`config.mk`:
```
export PLATFORM = sky130hd
export DESIGN_NAME = man_div
export DESIGN_NICKNAME = d
export VERILOG_FILES = /design/src/rtl/man_div_pkg.sv /design/src/rtl/man_div_step.sv /design/src/rtl/man_div.sv
export SDC_FILE = /design/constraint.sdc
export NUM_CORES = 1
export LEC_CHECK = 0
export CAP_MARGIN = 40
export CORE_ASPECT_RATIO = 1.75
export CORE_UTILIZATION = 55
export CTS_CLUSTER_SIZE = 24
export DETAILED_ROUTE_END_ITERATION = 16
export PLACE_DENSITY = 0.9
export SLEW_MARGIN = 40
export SYNTH_ARGS = -nofsm -noshare
export SYNTH_HDL_FRONTEND = slang
export SYNTH_SLANG_ARGS = --single-unit
```
`constraint.sdc`:
```
create_clock -name clk -period 2.3 [get_ports clk]
set_input_delay 0.46 -clock clk [delete_from_list [all_inputs] [get_ports clk]]
set_output_delay 0.46 -clock clk [all_outputs]
set_load 0.02 [all_outputs]
```
`src/rtl/man_div_pkg.sv`:
```
// rtl/man_div_pkg.sv - shared constants and state encoding for the mantissa divider
//
// Purpose: mantissa width, quotient bit count, iteration counter width and the
//          FSM state type used by man_div.
package man_div_pkg;

  localparam int MW    = 7;            // mantissa width excluding hidden 1
  localparam int NIT   = MW + 2;       // quotient bits: 1 integer + MW+1 fraction
  localparam int CNT_W = $clog2(NIT);  // iteration counter width

  typedef enum logic {
    IDLE = 1'b0,
    RUN  = 1'b1
  } state_t;

endpackage

```
`src/rtl/man_div_step.sv`:
```
// rtl/man_div_step.sv - one combinational restoring-division step
//
// Purpose: compare partial remainder against divisor, subtract when it fits,
//          emit the quotient bit and the shifted remainder for the next step.
// Ports:
//   rem_i       partial remainder (MW+2 bits, always < 2*div)
//   div_i       divisor with hidden 1 (MW+1 bits)
//   rem_next_o  remainder after optional subtract, shifted left by one
//   q_bit_o     quotient bit produced by this step
module man_div_step #(
  parameter int MW = 7
) (
  input  logic [MW+1:0] rem_i,
  input  logic [MW:0]   div_i,
  output logic [MW+1:0] rem_next_o,
  output logic          q_bit_o
);

  logic [MW:0] diff;

  // When the subtract happens the result is below div, so MW+1 bits suffice
  // and the modulo wrap of the narrow subtract gives the exact value.
  assign diff       = rem_i[MW:0] - div_i;
  assign q_bit_o    = (rem_i >= {1'b0, div_i});
  assign rem_next_o = q_bit_o ? {diff, 1'b0} : {rem_i[MW:0], 1'b0};

endmodule

```
`src/rtl/man_div.sv`:
```
// rtl/man_div.sv - iterative restoring divider for FP mantissas (1.Xm / 1.Ym)
//
// Purpose: one quotient bit per clock, NIT steps, then normalize and truncate.
// Ports:
//   clk     clock, rising edge
//   rst_n   synchronous reset, active-low
//   start   request, accepted only while busy=0
//   Xm, Ym  dividend / divisor mantissas, captured with start
//   busy    division in progress
//   done    one-cycle pulse, results valid
//   Zm      normalized quotient fraction bits (truncated)
//   qlt1    quotient < 1, exponent must be decremented
//   sticky  inexact: discarded quotient bit or nonzero remainder
module man_div
  import man_div_pkg::*;
(
  input  logic          clk,
  input  logic          rst_n,
  input  logic          start,
  input  logic [MW-1:0] Xm,
  input  logic [MW-1:0] Ym,
  output logic          busy,
  output logic          done,
  output logic [MW-1:0] Zm,
  output logic          qlt1,
  output logic          sticky
);

  state_t           state_q;
  logic [CNT_W-1:0] cnt_q;
  logic [MW+1:0]    rem_q;
  logic [MW:0]      div_q;
  logic [NIT-2:0]   q_q;      // top quotient bit is only needed in q_d
  logic             busy_q;
  logic             done_q;
  logic [MW-1:0]    zm_q;
  logic             qlt1_q;
  logic             sticky_q;

  logic [MW+1:0]    rem_d;
  logic             q_bit;
  logic [NIT-1:0]   q_d;
  logic [MW-1:0]    zm_d;
  logic             qlt1_d;
  logic             sticky_d;
  logic             last_step;

  man_div_step #(.MW(MW)) u_step (
    .rem_i      (rem_q),
    .div_i      (div_q),
    .rem_next_o (rem_d),
    .q_bit_o    (q_bit)
  );

  assign q_d       = {q_q, q_bit};
  assign last_step = (cnt_q == CNT_W'(NIT - 1));

  // Quotient lies in (0.5, 2): either the integer bit is set, or the first
  // fraction bit is, in which case the result is shifted up by one.
  always_comb begin
    zm_d     = '0;
    qlt1_d   = 1'b0;
    sticky_d = 1'b0;
    if (q_d[NIT-1]) begin
      zm_d     = q_d[NIT-2:1];
      sticky_d = q_d[0] | (rem_d != '0);
    end else begin
      zm_d     = q_d[NIT-3:0];
      qlt1_d   = 1'b1;
      sticky_d = (rem_d != '0);
    end
  end

  always_ff @(posedge clk) begin
    if (!rst_n) begin
      state_q  <= IDLE;
      cnt_q    <= '0;
      rem_q    <= '0;
      div_q    <= '0;
      q_q      <= '0;
      busy_q   <= 1'b0;
      done_q   <= 1'b0;
      zm_q     <= '0;
      qlt1_q   <= 1'b0;
      sticky_q <= 1'b0;
    end else begin
      done_q <= 1'b0;
      case (state_q)
        IDLE: begin
          if (start) begin
            rem_q   <= {2'b01, Xm};
            div_q   <= {1'b1, Ym};
            q_q     <= '0;
            cnt_q   <= '0;
            busy_q  <= 1'b1;
            state_q <= RUN;
          end
        end
        RUN: begin
          rem_q <= rem_d;
          q_q   <= q_d[NIT-2:0];
          cnt_q <= cnt_q + 1'b1;
          if (last_step) begin
            state_q  <= IDLE;
            busy_q   <= 1'b0;
            done_q   <= 1'b1;
            zm_q     <= zm_d;
            qlt1_q   <= qlt1_d;
            sticky_q <= sticky_d;
          end
        end
        default: state_q <= IDLE;
      endcase
    end
  end

  assign busy   = busy_q;
  assign done   = done_q;
  assign Zm     = zm_q;
  assign qlt1   = qlt1_q;
  assign sticky = sticky_q;

endmodule

```
==> results of run 1 <==
cells in the mapped netlist, types with 2 or more instances:
cell	number
dfxtp_1	41
nor2_1	33
a21oi_1	24
nand2_1	23
o21ai_0	16
a211oi_1	15
inv_1	14
clkbuf_1	12
ha_1	10
mux2i_1	10
nand3_1	7
nor3_1	7
nor3b_1	7
nor2b_1	6
buf_2	4
nand2b_1	4
o21a_1	3
a211oi_2	2
a311oi_1	2
a31oi_1	2
and4b_1	2
nand3b_1	2
o2111ai_1	2
o211ai_1	2
o31a_1	2
or3_1	2
layout make-up:
| type | instances | area share |
|---|---|---|
| flip-flops and latches | 41 | 0.301 |
| multi-input cells | 204 | 0.488 |
| inverters | 15 | 0.0207 |
| clock buffers | 7 | 0.0317 |
| repair buffers | 35 | 0.126 |
| clock inverters | 1 | 0.0110 |
| well taps | 48 | 0.0220 |
cell families (layout without fill, tap and decap cells):
| family | Yosys count | in the layout | synth area share |
|---|---|---|---|
| buffers and inverters | 33 | 58 | 0.0582 |
| adders and majority gates | 11 | 11 | 0.0637 |
| xor gates and xnor gates | 1 | 1 | 0.00384 |
| AOI/OAI and AO/OA | 80 | 80 | 0.247 |
| and+or+nand+nor | 101 | 101 | 0.219 |
| DFF | 41 | 41 | 0.360 |
| muxes | 11 | 11 | 0.0489 |
flip-flops by register name, indices dropped and copies added, names as in the netlist:
signal	flops
div_q	8
rem_q	9
Zm	7
done	1
q_q	8
sticky	1
cnt_q	4
busy	1
state_q	1
qlt1	1
worst min-delay path, stage by stage (launching register included):
cell and delay [ps]:
dfxtp_1 320, nand2_1 50, a21oi_1 50
repair_timing:
action,4_1_cts,5_1_grt
gates resized for setup,0,2
hold buffers,0,0
setup endpoints to repair,0,1
per-layer routing:
layer  share of wire  vias up
li1                -     1040
met1            0.41      962
met2            0.52       42
met3           0.026       18
met4           0.044        0
met5               0        -
metrics by stage:
stage | area [um2] | worst slack [ps] | utilization
2_1_floorplan | 2280 | 272 | -
3_3_place_gp | 2610 | 174 | 0.667
3_5_place_dp | 2610 | 142 | 0.667
4_1_cts | 2720 | 126 | 0.697
5_1_grt | 2730 | 4.49 | 0.698
6_report | 2730 | 158 | 0.698
power groups by stage:
stage / sequential [W] / clock, W / combinational, W
after floorplan: 0.000784 / 0 / 0.000452
after CTS: 0.000778 / 0.000608 / 0.000626
final: 0.000779 / 0.000600 / 0.000635
after detailed placement: 0.000794 / 0 / 0.000617
after global placement: 0.000793 / 0 / 0.000613
after global routing: 0.000783 / 0.000632 / 0.000701
worst paths after layout:
path	from	slack, ps	end
min	div_q[4]	460	div_q[4]
min reg2reg	div_q[4]	460	div_q[4]
max	rem_q[0]	160	sticky
max reg2reg	rem_q[0]	160	sticky
==> flow_metrics.tcl, run 1 <==
set metrics [dict create \
    status "completed" \
    pwr-share-comb 0.315 \
    fin_nets 330 \
    worst-path-stages 9 \
    insertion_delay_ps 290 \
    rows 30 \
    path_class "flop to flop" \
    ant_nets 0 \
    maxSlewViolCount 0 \
    start_util 0.584 \
    multiInputGateArea_um2 1330 \
    ys_warn_count 0 \
    track_usage 0.270 \
    hold_viol_final 0 \
    area_growth_syn_to_layout_pct 19.6 \
    ir_drop_v 0.000812 \
    tightestPinTransition_ps 698 \
    p_sw_frac 0.319 \
    cts_sinks 41 \
    fmax_mhz 467 \
    post-synth-top-area-cell "dfxtp_1" \
    synth-seq-cells 41 \
    core_um2 3900 \
    die_area_um2 4410 \
    dp_hpwl_um 3920 \
    synth_async_sr_flop_share 0 \
    crit_family "adder cells" \
    busiest_layer "met2" \
    whs_ps 464 \
    path_cells "inv_1 > ha_1 > fa_1 > or2b_1 > a21boi_4 > a21boi_2 > o2111ai_1 > mux2i_1 > a31oi_1" \
    ys.flop_type "dfxtp_1" \
    use_met1 0.292 \
    numCtsBuffers 5 \
    syn_avg_cell_area_um2 8.20 \
    netlist_instances 278 \
    synth_edf_count 0 \
    antenna_found_initial 0 \
    die_w_um 50.7 \
    wl_per_cell_um 15.7 \
    final_common_cell "dfxtp_1" \
    power_density_nw_per_um2 740 \
    cts_tree "done" \
    routabilityCongestion 0.879 \
    relSlewSlack 0.535 \
    final_cell_mix "41 x dfxtp_1, 33 x nor2_1, 27 x clkdlybuf4s50_1" \
    ys_types 50 \
    grt_max_degree 45 \
    finalSetupViolCount 0 \
    post-route-period-util 0.931 \
    cpPeakStageDelay_ps 390 \
    portBuffers 27 \
    met3_usage 0.0454 \
    clock_path_buffers 2 \
    root_buffer "clkbuf_8" \
    grt_overflow 0 \
    fillers 330 \
    maxCapViolations 0 \
    switchingPower_w 0.000643 \
    hp-class "flop to flop" \
    postCtsSetupBuffers 0 \
    grt_pass1_vias 1969 \
    sequentialPowerShare 0.387 \
    fin_crit_ps 2140 \
    setup_tns_ps 0 \
    drive_gt1_frac 0.0891 \
    ys_seq_area_frac 0.360 \
    drcViolationCount 0 \
    syn-cell-area_um2 2280 \
    grt.met2_usage 0.472 \
    clkSlewWorstSetupHoldPaths_ps 80 \
    yosysTopAreaCellShare 0.360 \
    holdPathStages 2 \
    cp_num_buf_inv 1 \
    seq_area_um2 821 \
    stdcell_count 351 \
    ioPinCount 28 \
    synth_nets 306 \
    dp.cells 343 \
    end_kind "flop" \
    n_antenna_cell 0 \
    cp_max_fo 4 \
    critPathSlowestCell "fa_1" \
    intPower_w 0.00137 \
    drtPass1Iterations 4 \
    r2r_cells 9 \
    dieHeight_um 87.1 \
    crit_required_ps 2440 \
    vias 2062 \
    worst_setup_path_start_kind "flop" \
    routed_wl_um 5500 \
    synth_area_leaders "dfxtp_1 36%, ha_1 5.5%, nor2_1 5.4%" \
    clkPwrFrac 0.298 \
    rsz0062_at_grt "no" \
    vias_per_cell 5.87 \
    total_leakage_power_nw 0.997 \
    cp.arrival_ps 2280 \
    htree_num_levels 2 \
    grt_pass1_wl_um 8900 \
    drt_iter0_markers 44 \
    total_power_w 0.00202 \
    skew_ps 7.70 \
]
(Power assumes the default switching activity.)
==> run 2: changes to the inputs <==
--- a/config.mk
+++ b/config.mk
@@ -10,7 +10,7 @@
 export CORE_UTILIZATION = 55
 export CTS_CLUSTER_SIZE = 24
 export DETAILED_ROUTE_END_ITERATION = 16
-export PLACE_DENSITY = 0.9
+export PLACE_DENSITY_LB_ADDON = 0.1
 export SLEW_MARGIN = 40
 export SYNTH_ARGS = -nofsm -noshare
 export SYNTH_HDL_FRONTEND = slang
==> flow_metrics.tcl, run 2 (synthesized netlist as in run 1, its figures left out) <==
set metrics [dict create \
    status "completed" \
    post-route-period-util 0.925 \
    start_util 0.584 \
    end_kind "flop" \
    clkSlewWorstSetupHoldPaths_ps 80 \
    drive_gt1_frac 0.101 \
    die_w_um 50.7 \
    worst_setup_path_start_kind "flop" \
    relSlewSlack 0.558 \
    p_sw_frac 0.315 \
    routabilityCongestion 0.950 \
    place_ws_ps 90.4 \
    vias_per_cell 5.77 \
    clkPwrFrac 0.299 \
    wl_per_cell_um 15.5 \
    power_density_nw_per_um2 733 \
    final_cell_mix "40 x dfxtp_1, 33 x nor2_1, 27 x clkdlybuf4s50_1" \
    crit_required_ps 2450 \
    reg_top3 "rem_q x9, div_q x8, q_q x8" \
    dieHeight_um 87.1 \
    grt_pass1_vias 2011 \
    vias 2041 \
    grt_overflow 0 \
    stdcell_count 354 \
    tightestPinTransition_ps 662 \
    n_antenna_cell 0 \
    rsz0062_at_grt "no" \
    setup_tns_ps 0 \
    crit_family "adder cells" \
    cts.repair.resized 0 \
    layout_setup_ws_ps 172 \
    ant_nets 0 \
    area_growth_syn_to_layout_pct 20.1 \
    portBuffers 27 \
    rows 30 \
    core_um2 3900 \
    pwr-share-comb 0.315 \
    finalSetupViolCount 0 \
    drcViolationCount 0 \
    topRoutingLayerUsed "met4" \
    htree_num_levels 2 \
    dr_wl_met3_um 139 \
    drt-met1-wl_um 2280 \
    dp_hpwl_um 4100 \
    drtPass1Iterations 4 \
    routed_wl_um 5490 \
    ir_drop_v 0.000561 \
    track_usage 0.281 \
    drt_iter0_markers 41 \
    cp.arrival_ps 2280 \
    cpPeakStageDelay_ps 400 \
    sequentialPowerShare 0.387 \
    cts_hold_buffers 0 \
    grt_max_degree 45 \
    final_common_cell "dfxtp_1" \
    postCtsSetupBuffers 0 \
    path_cells "inv_1 > ha_1 > fa_1 > or2b_1 > a21boi_4 > a21boi_2 > o2111ai_1 > mux2i_1 > a31oi_1" \
    intPower_w 0.00137 \
    numCtsBuffers 5 \
    die_area_um2 4410 \
    total_power_w 0.00201 \
    switchingPower_w 0.000632 \
    cts_sinks 41 \
    maxCapViolations 0 \
    clock_path_buffers 2 \
    whs_ps 464 \
    insertion_delay_ps 290 \
    ioPinCount 28 \
    root_buffer "clkbuf_8" \
    fillers 326 \
    grt_pass1_wl_um 9270 \
    dp.cells 346 \
    antenna_found_initial 0 \
    hold_viol_final 0 \
    top_register "rem_q" \
    hp-class "flop to flop" \
    critPathSlowestCell "fa_1" \
    routed-wl-met2_um 2920 \
    fin_nets 333 \
    skew_ps 6.69 \
    maxSlewViolCount 0 \
    largest_reg_flops 9 \
    fin_crit_ps 2130 \
    fmax_mhz 470 \
    cp_max_fo 4 \
    total_leakage_power_nw 1.01 \
    cts_tree "done" \
    path_class "flop to flop" \
    cp_num_buf_inv 1 \
]
run 2: cell count changes in the layout (fill, tap and decap cells not counted):
cell	before	now
buf_12	1	0
dfxtp_1	41	40
buf_4	7	11
dfxtp_2	0	1
run 2: final cells by class:
class / count / area [um2] / share of cell area
inverters: 15 / 56.3 / 0.0206
clock buffers: 7 / 86.3 / 0.0316
clock inverters: 1 / 30.0 / 0.0110
repair buffers: 38 / 353 / 0.129
well taps: 48 / 60.1 / 0.0219
flip-flops and latches: 41 / 822 / 0.300
multi-input cells: 204 / 1330 / 0.486
run 2: tightest hold or removal path, cell delays in order, from the launching register on:
cell and delay [ps]:
dfxtp_1 320, nand2_1 50, a21oi_1 50
run 2: layer usage:
layer / global-route usage / vias up
met5: 0 / -
met4: 0.121 / 0
met3: 0.0436 / 9
met2: 0.509 / 30
met1: 0.316 / 964
li1: - / 1038
run 2: per-stage QoR:
stage | utilization | cell area, um2
final | 0.701 | 2740
after floorplan | - | 2280
after CTS | 0.700 | 2730
after detailed placement | 0.670 | 2620
after global placement | 0.670 | 2620
after global routing | 0.701 | 2740
run 2: path summary, 6_finish.rpt:
kind,startpoint,to,slack (ps),cells past startpoint
max reg2reg,rem_q[0],sticky,170,9
min,div_q[4],div_q[4],460,2
min reg2reg,div_q[4],div_q[4],460,2
max,rem_q[0],sticky,170,9
run 2: power groups by stage:
stage / Clock [W] / Combinational, W / Sequential, W
after detailed placement: 0 / 0.000621 / 0.000792
after global placement: 0 / 0.000622 / 0.000792
after floorplan: 0 / 0.000452 / 0.000784
after global routing: 0.000638 / 0.000700 / 0.000780
final: 0.000600 / 0.000631 / 0.000776
after CTS: 0.000610 / 0.000625 / 0.000776
